[src/rtl/control_unit.sv]
// Instruction sequencer for the 4-bit CPU: latches the fetched instruction and
// steps FETCH/DECODE/EXECUTE, producing PC, ALU, accumulator and RAM strobes.
//
//   state   | meaning
//   --------+------------------------------------------------------
//   FETCH   | wait for run; on run latch instr into IR, bump PC
//   DECODE  | no strobes; pick EXECUTE, or HALT for opcode F
//   EXECUTE | one-cycle strobes for the opcode in IR
//   HALT    | absorbing, halted=1; left only through reset
module control_unit (
  input  logic       clk,
  input  logic       reset,
  input  logic       run,
  input  logic [7:0] instr,
  input  logic       zero_flag,
  input  logic       carry_flag,
  output logic       pc_inc,
  output logic       pc_load,
  output logic [3:0] pc_in,
  output logic [3:0] operand,
  output logic [2:0] alu_op,
  output logic       acc_load,
  output logic       mem_we,
  output logic       halted,
  output logic [1:0] state
);

  typedef enum logic [1:0] {
    S_FETCH   = 2'b00,
    S_DECODE  = 2'b01,
    S_EXECUTE = 2'b10,
    S_HALT    = 2'b11
  } state_t;

  state_t     state_q, state_d;
  logic [7:0] ir_q, ir_d;

  always_ff @(posedge clk) begin
    if (reset) begin
      state_q <= S_FETCH;
      ir_q    <= 8'h00;
    end else begin
      state_q <= state_d;
      ir_q    <= ir_d;
    end
  end

  always_comb begin
    state_d  = state_q;
    ir_d     = ir_q;
    pc_inc   = 1'b0;
    pc_load  = 1'b0;
    alu_op   = 3'b000;
    acc_load = 1'b0;
    mem_we   = 1'b0;

    unique case (state_q)
      S_FETCH: begin
        if (run) begin
          ir_d    = instr;
          pc_inc  = 1'b1;
          state_d = S_DECODE;
        end
      end
      S_DECODE: begin
        state_d = (ir_q[7:4] == 4'hF) ? S_HALT : S_EXECUTE;
      end
      S_EXECUTE: begin
        state_d = S_FETCH;
        case (ir_q[7:4])
          4'h1: begin acc_load = 1'b1; alu_op = 3'b000; end
          4'h2: begin acc_load = 1'b1; alu_op = 3'b001; end
          4'h3: begin acc_load = 1'b1; alu_op = 3'b010; end
          4'h4: begin acc_load = 1'b1; alu_op = 3'b011; end
          4'h5: begin acc_load = 1'b1; alu_op = 3'b100; end
          4'h6: begin acc_load = 1'b1; alu_op = 3'b101; end
          4'h7: begin acc_load = 1'b1; alu_op = 3'b110; end
          4'h8: mem_we  = 1'b1;
          4'h9: pc_load = 1'b1;
          4'hA: pc_load = zero_flag;
          4'hB: pc_load = carry_flag;
          default: ;
        endcase
      end
      S_HALT: ;
      default: state_d = S_FETCH;
    endcase

    // Reset suppresses strobes combinationally so a reset landing on
    // EXECUTE cannot commit that instruction's side effects.
    if (reset) begin
      pc_inc   = 1'b0;
      pc_load  = 1'b0;
      alu_op   = 3'b000;
      acc_load = 1'b0;
      mem_we   = 1'b0;
    end
  end

  assign pc_in   = ir_q[3:0];
  assign operand = ir_q[3:0];
  assign halted  = (state_q == S_HALT);
  assign state   = state_q;

endmodule

[config.mk]
export PLATFORM = sky130hd
export DESIGN_NAME = control_unit
export DESIGN_NICKNAME = d
export VERILOG_FILES = /design/src/rtl/control_unit.sv
export SDC_FILE = /design/constraint.sdc
export NUM_CORES = 1
export LEC_CHECK = 0
export BUFFER_PORTS_ARGS = -buffer_cell sky130_fd_sc_hd__buf_2
export CORE_MARGIN = 2
export CORE_UTILIZATION = 47
export CTS_BUF_LIST = sky130_fd_sc_hd__clkbuf_16
export DETAILED_ROUTE_END_ITERATION = 12
export PLACE_DENSITY = 0.81
export SETUP_SLACK_MARGIN = 0.1
export SYNTH_ARGS = -nofsm -noshare
export SYNTH_HDL_FRONTEND = slang
export SYNTH_SLANG_ARGS = --single-unit
[constraint.sdc]
create_clock -name clk -period 3.6 [get_ports clk]
set_input_delay 0.72 -clock clk [delete_from_list [all_inputs] [get_ports clk]]
set_output_delay 0.72 -clock clk [all_outputs]
set_load 0.005 [all_outputs]
# Word-level counts from Yosys, hierarchy flattened
# Cells that the tools add are included.
[word_totals]
reg_bits = 10
latch_bits = 0
mem_bits_rw = 0
mem_bits_ro = 0
in_bits = 13
out_inout_bits = 18
word_cells = 41
n_memories = 0
[classes]
add_sub_neg = 0
n_mul = 0
div = 0
n_lt_le_gt_ge = 0
n_eq_ne = 16
shifts = 0
muxes = 18
bitwise_logic = 0
n_reduce_logical = 5
[op_table]
columns = ["operator", "n"]
rows = [
  ["$eq A4 B4 Y1 const B", 5],
  ["$pmux W3 S6", 1],
  ["$eq A4 B3 Y1 const B", 4],
  ["$mux W1", 12],
  ["$eq A4 B2 Y1 const B", 2],
  ["$reduce_or A7 Y1", 1],
  ["$mux W3", 2],
  ["$pmux W2 S3", 1],
  ["$eq A2 B2 Y1 const B", 2],
  ["$eq A4 B1 Y1 const B", 1],
  ["$reduce_and A2 Y1", 2],
  ["$pmux W1 S3", 1],
  ["$reduce_bool A3 Y1", 1],
  ["$eq A2 B1 Y1 const B", 1],
  ["$logic_not A2 Y1", 1],
  ["$mux W2", 1],
  ["$ne A2 B2 Y1 const B", 1],
]

# Depth between registers and ports, before layout
# Gate-level depths: netlist of run 1.
[depth]
ltp_word = 5
depth_mapped = 3
ltp_nobuf = 2

# Worst setup path after synthesis of run 1
# OpenSTA, ideal clock, no wires.
[synth_timing]
path_type = "input to output"
start = "in reset"
end = "out pc_load"
t_arrival_ns = 1.489
required_time_ns = 2.880
slack_ns = 1.391
path_stages = 3
n_path_buf = 1
cell_sequence = "buf_6 > or3b_4 > nor4_2"
[synth_between]
elab_chain_cells = 1
[synth_rtl]
columns = ["element", "line_no", "rtl"]
rows = [
  ["start, declared", "12", "input logic reset,"],
  ["$mux W1", "91", "if (reset) begin"],
  ["end, declared", "18", "output logic pc_load,"],
]
# No other way between the ends.

# Worst setup path in the final report of run 1
[layout_timing]
start = "in reset"
end = "out alu_op[0]"
[layout_between]
elab_chain_cells = 1
[layout_rtl]
columns = ["element", "line_no", "rtl"]
rows = [
  ["$mux W3", "91", ""],
  ["end, declared", "21", "output logic [2:0] alu_op,"],
]
# No other way between the ends.

==> flow_summary_export.csv, run 1 <==
group,metric,value,unit
synthesis,yosysWarnings,0,
die,die_x,41.0,um
synthesis,postSynthNetCount,85,
status,status,"completed",
drt,drtIter0Drc,3,
pwr,power_density,470,nW/um^2
timing,finalClockSkew,0.00408,ns
global_routing,grt_use_total,0.167,
timing,fin_crit,2.49,ns
worst_hold_path,hp-class,"flop to flop",
clock_network,clk_pin_slew,0.04,ns
drt,wl,1.24,mm
die,start_util,0.500,
timing,setup_violations,0,
synthesis,ys_seq_elements,10,
timing,max_freq,401,MHz
synthesis,synthCells,72,
worst_setup_path,crit_chain,"buf_2 -> or4b_4 -> nor3_2 -> buf_2",
global_routing,grt-ovfl-total,0,
synthesis,postSynthAreaPerCell,8.91,um^2
timing,finalSetupTns,0,ns
global_routing,grt_pass1_vias,402,
drt,antenna_left,0,
global_routing,grt_first_pass_wirelength,1.70,mm
pwr,ir_drop,0.339,mV
worst_setup_path,arrival,1.77,ns
worst_setup_path,cp-end-kind,"output port",
finish,area_growth,25.9,%
clock_network,cts_max_level,1,
global_routing,grt_max_degree,22,
die,num_io_pins,31,
worst_setup_path,crit_path_start_kind,"input pin",
finish,regArea,200,um^2
finish,multi_input_area,349,um^2
pwr,leakage,0.000380,uW
die,die_h,41.0,um
clock_network,hold_buffers,0,
drt,dr.pass1.iters,2,
finish,fin_cells,109,
die,rows,13,
synthesis,ys_seq_area_frac,0.312,
worst_setup_path,crit_top_cell,"buf_2",
timing,slew_violations,0,
placement,place.port_buffers,30,
drt,drc,0,
placement,dp.cells,105,
die,core,1280,um^2
timing,hold_violations,0,
clock_network,cts_buffers,3,
drt,wl_per_cell,11.4,um
die,die_area,1680,um^2
placement,place.gp.congestion,0.726,
clock_network,post_cts_resized,0,
finish,final_cell_mix,"buf_2 (30), nand2b_1 (18), dfxtp_1 (10), mux2i_1 (8), nor2_1 (4)",
finish,final_common_cell,"buf_2",
finish,fillCellCount,114,
synthesis,synth_cell_types,24,
worst_setup_path,max_stage_delay,0.54,ns
worst_setup_path,cp_data_required_time,2.88,ns
timing,relSlewSlack,0.777,
global_routing,antenna_found_initial,0,
timing,tightest_slew,0.334,ns
worst_setup_path,cpMaxStageDelayCell,"or4b_4",
clock_network,cts_tree,"done",
finish,diodes,0,
run,drv_cap,0,
finish,drive_above_1_share,0.415,
worst_setup_path,crit_type,"input pin to output port",
synthesis,mappedNetlistArea,642,um^2
drt,via_per_inst,4.93,
timing,rsz0062_at_grt,"no",
drt,vias,537,
clock_network,clock_path_buffers,2,
finish,final_nets,108,
clock_network,root_buffer,"clkbuf_16",
placement,dp_hpwl,912,um
clock_network,cts.sink_count,10,
clock_network,postCtsSetupBuffers,0,
worst_setup_path,critPathMaxFanout,21,
timing,finalCritPeriodShare,0.692,
clock_network,clkLatencyLatePin,0.24,ns
[critical path: cells and delay by family]
kind                   cells  cell delay, ns
AND/OR/NAND/NOR            2            0.72
buffers and inverters      2            0.34
[cell type report]
cell class              instances  share of cell area
clock buffers                   3              0.0929
well taps                      15              0.0232
clock inverters                 1             0.00464
flip-flops and latches         10               0.248
inverters                       1             0.00464
repair buffers                 31               0.195
multi-input cells              48               0.432
[routing by layer]
metal / wire length, um / part of all wire / track usage
met1: 529 / 0.43 / 0.193
met2: 600 / 0.48 / 0.234
met3: 87 / 0.070 / 0.0978
met4: 21 / 0.017 / 0.100
met5: 0 / 0 / 0
[cells in the mapped netlist, drive strengths merged]
library cell	number	area share
a21oi	2	0.016
a221oi	1	0.014
and2	1	0.0098
and3b	1	0.014
buf	11	0.13
clkbuf	2	0.012
dfxtp	10	0.31
inv	1	0.0058
mux2i	8	0.12
nand2	1	0.0058
nand2b	18	0.18
nand4	1	0.0098
nor2	4	0.023
nor2b	1	0.0098
nor3	3	0.031
nor3b	1	0.012
nor4	2	0.039
o21ai	1	0.0078
or3b	2	0.031
or4b	1	0.021
[power breakdown]
part / switching [uW] / total, uW / internal [uW]
registers: 12.0 / 132 / 120
clock network: 52.0 / 198 / 146
logic: 21.7 / 50.3 / 28.6
[worst paths after layout]
kind                            depth (start not counted)        end  startpoint  slack [ns]
worst max-delay path                                    4  alu_op[0]       reset        1.11
worst max register to register                          3    ir_q[3]    state[0]        2.51
worst min-delay path                                    2    ir_q[0]     ir_q[0]        0.48
worst min register to register                          2    ir_q[0]     ir_q[0]        0.48
[cells by family after synthesis]
group	share of synthesized area
compound gates	0.0370
flops	0.312
buf+inv	0.144
simple gates	0.382
mux	0.125
[flip-flops by register name, summed over array words and instances, names as in the netlist]
register / cells
ir_q: 8
state: 2
[metrics by stage]
stage	power, uW	utilization	hold slack (ns)	setup slack, ns	instance area [um^2]
2_1_floorplan	173	-	0.462	1.39	642
3_3_place_gp	183	0.568	0.464	1.17	729
3_5_place_dp	185	0.568	0.481	1.11	729
4_1_cts	384	0.629	0.489	1.10	808
5_1_grt	399	0.629	0.518	1.06	808
6_report	380	0.629	0.480	1.11	808
Note: power is estimated with default switching activity, not from simulation.
==> run 2, diff against run 1 <==
--- a/config.mk
+++ b/config.mk
@@ -5,12 +5,13 @@
 export SDC_FILE = /design/constraint.sdc
 export NUM_CORES = 1
 export LEC_CHECK = 0
+export ABC_AREA = 1
 export BUFFER_PORTS_ARGS = -buffer_cell sky130_fd_sc_hd__buf_2
 export CORE_MARGIN = 2
-export CORE_UTILIZATION = 47
+export CORE_UTILIZATION = 39
 export CTS_BUF_LIST = sky130_fd_sc_hd__clkbuf_16
 export DETAILED_ROUTE_END_ITERATION = 12
-export PLACE_DENSITY = 0.81
+export PLACE_DENSITY = 0.73
 export SETUP_SLACK_MARGIN = 0.1
 export SYNTH_ARGS = -nofsm -noshare
 export SYNTH_HDL_FRONTEND = slang
==> constraint.sdc (replaced) <==
create_clock -name clk -period 2.2 [get_ports clk]
set_input_delay 0.44 -clock clk [delete_from_list [all_inputs] [get_ports clk]]
set_output_delay 0.44 -clock clk [all_outputs]
set_load 0.005 [all_outputs]
==> run 2 against run 1 <==
- critical path depth stayed put
- final cell count is 19% higher
- critical path type is now flop to output port
- sequential power is 61% higher
- via count is 11% higher
==> flow_summary_export.csv, run 2 <==
group,metric,value,unit
clock_network,post_cts_resized,0,
global_routing,grt_pass1_vias,489,
synthesis,synthArstFlopShare,0,
worst_setup_path,cp.buffers_inverters,2,
drt,dr.pass1.iters,4,
placement,place.gp.congestion,0.766,
placement,pre_cts_slack,0.642,ns
synthesis,postSynthNetCount,104,
synthesis,ys_seq_area_frac,0.330,
worst_setup_path,cp_data_required_time,1.76,ns
drt,wl,1.12,mm
die,die_area,1890,um^2
finish,drive_above_1_share,0.307,
timing,relSlewSlack,0.768,
worst_setup_path,critical_path_cell_count,4,
global_routing,grt_use_total,0.137,
timing,setup_ws,0.551,ns
die,start_util,0.408,
clock_network,clkLatencyLatePin,0.23,ns
synthesis,synth_cell_types,16,
synthesis,synthFlopType,"dfxtp_1",
die,die_x,43.4,um
placement,dp_hpwl,846,um
timing,setup_violations,0,
clock_network,hold_buffers,0,
clock_network,cts_tree,"done",
global_routing,antenna_found_initial,0,
finish,regMostFlops,"ir_q",
synthesis,synth_top_area_share,0.330,
finish,fillCellCount,147,
die,core,1490,um^2
timing,fin_crit,1.65,ns
synthesis,ys_seq_elements,10,
worst_setup_path,max_stage_delay,0.34,ns
pwr,power_density,798,nW/um^2
clock_network,root_buffer,"clkbuf_16",
timing,rsz0062_at_grt,"no",
drt,antenna_left,0,
worst_setup_path,crit_type,"flop to output port",
worst_setup_path,critPathMaxFanout,17,
synthesis,yosysWarnings,0,
worst_hold_path,min_path_cells,2,
worst_setup_path,cpMaxStageDelayCell,"dfxtp_1",
worst_setup_path,crit_chain,"nor2_4 -> nand3_1 -> inv_1 -> buf_2",
drt,drc,0,
global_routing,grt_first_pass_wirelength,1.91,mm
drt,vias,597,
finish,area_growth,27.6,%
drt,wl_per_cell,8.60,um
clock_network,cts_max_level,1,
pwr,finalPower,618,uW
placement,place.port_buffers,30,
worst_setup_path,cp_top_family,"simple AND/OR/NAND/NOR gates",
synthesis,synth_most_common_cell,"nand2_1",
worst_setup_path,cp-end-kind,"output port",
worst_setup_path,arrival,1.21,ns
pwr,ir_drop,0.603,mV
die,die_h,43.4,um
worst_setup_path,r2r_cells,4,
finish,final_cell_mix,"buf_2 (30), nand2_1 (19), nor2_1 (16), dfxtp_1 (10)",
global_routing,grt-ovfl-total,0,
placement,place_area,696,um^2
clock_network,clk_pin_slew,0.04,ns
worst_hold_path,hp-class,"input pin to flop",
clock_network,clock_path_buffers,2,
synthesis,postSynthAreaPerCell,6.67,um^2
global_routing,grt_max_degree,18,
synthesis,synth_area_leaders,"dfxtp_1 (33%), nand2_1 (12%), buf_4 (9.9%)",
drt,via_per_inst,4.59,
timing,hold_violations,0,
die,rows,14,
die,num_io_pins,31,
synthesis,synth_edf_count,0,
synthesis,synth_common_cells,"nand2_1 (19), nor2_1 (16), dfxtp_1 (10)",
synthesis,synthCells,91,
timing,whs,0.422,ns
finish,largest_register_ffs,8,
finish,final_common_cell,"buf_2",
timing,slew_violations,0,
drt,drtIter0Drc,5,
clock_network,postCtsSetupBuffers,0,
finish,final_nets,128,
pwr,leakage,0.000439,uW
timing,finalClockSkew,0.00117,ns
timing,max_freq,606,MHz
worst_setup_path,crit_path_start_kind,"flop",
clock_network,cts_buffers,3,
clock_network,cts.sink_count,10,
run,drv_cap,0,
timing,finalSetupTns,0,ns
timing,finalCritPeriodShare,0.750,
finish,diodes,0,
finish,finalInstanceArea,774,um^2
timing,tightest_slew,0.348,ns
synthesis,mappedNetlistArea,607,um^2
status,status,"completed",
synthesis,yosys.area.top_type,"dfxtp_1",
## run 2: cell types whose count changed in the layout (fill, tap and decap cells not counted), moves of 8 or more
cell | previous run | this run
nand2_1 | 1 | 19
nand2b_1 | 18 | 0
nor2_1 | 4 | 16
inv_1 | 1 | 9
mux2i_1 | 8 | 0
nand3b_1 | 0 | 8
## run 2: kinds of logic after synthesis
kind of cell	after synthesis	synth area share
flops	10	0.330
compound gates	11	0.0948
simple gates	49	0.379
buf+inv	21	0.196
## run 2: worst paths after layout
| kind | startpoint | end | slack (ns) |
|---|---|---|---|
| worst max-delay path | state[0] | pc_inc | 0.55 |
| worst min-delay path | reset | state[1] | 0.42 |
| worst max register to register | state[0] | ir_q[6] | 1.19 |
| worst min register to register | ir_q[3] | ir_q[3] | 0.50 |
## run 2: area by class of cell
cell class	instances	area (um^2)	area share
multi-input cells	60	288	0.372
flip-flops and latches	10	200	0.258
repair buffers	30	150	0.194
clock buffers	3	75.1	0.0969
inverters	10	37.5	0.0485
well taps	16	20.0	0.0258
clock inverters	1	3.75	0.00485
## run 2: report_power, final
part	switching (uW)	internal, uW	leakage [uW]
clock network	78.2	238	0.0000385
registers	14.4	198	0.0000828
logic	48.2	41.9	0.000318
## run 2: metal layers
layer | wire, um | global-route usage | vias to the layer above
li1 | - | - | 324
met1 | 509 | 0.166 | 249
met2 | 518 | 0.209 | 24
met3 | 91 | 0.0542 | 0
met4 | 0 | 0.0727 | 0
met5 | 0 | 0 | -
## run 2: through the flow
stage	util	instances
5_1_grt	0.520	130
6_report	0.520	130
3_5_place_dp	0.467	126
3_3_place_gp	0.467	126
2_1_floorplan	-	91
4_1_cts	0.520	130
## run 2: worst register-to-register path: stages, from the launching register on
cell and delay, ns:
dfxtp_1 0.34, nor2_4 0.32, nand3b_1 0.13, nand2_1 0.07, nor2_1 0.04
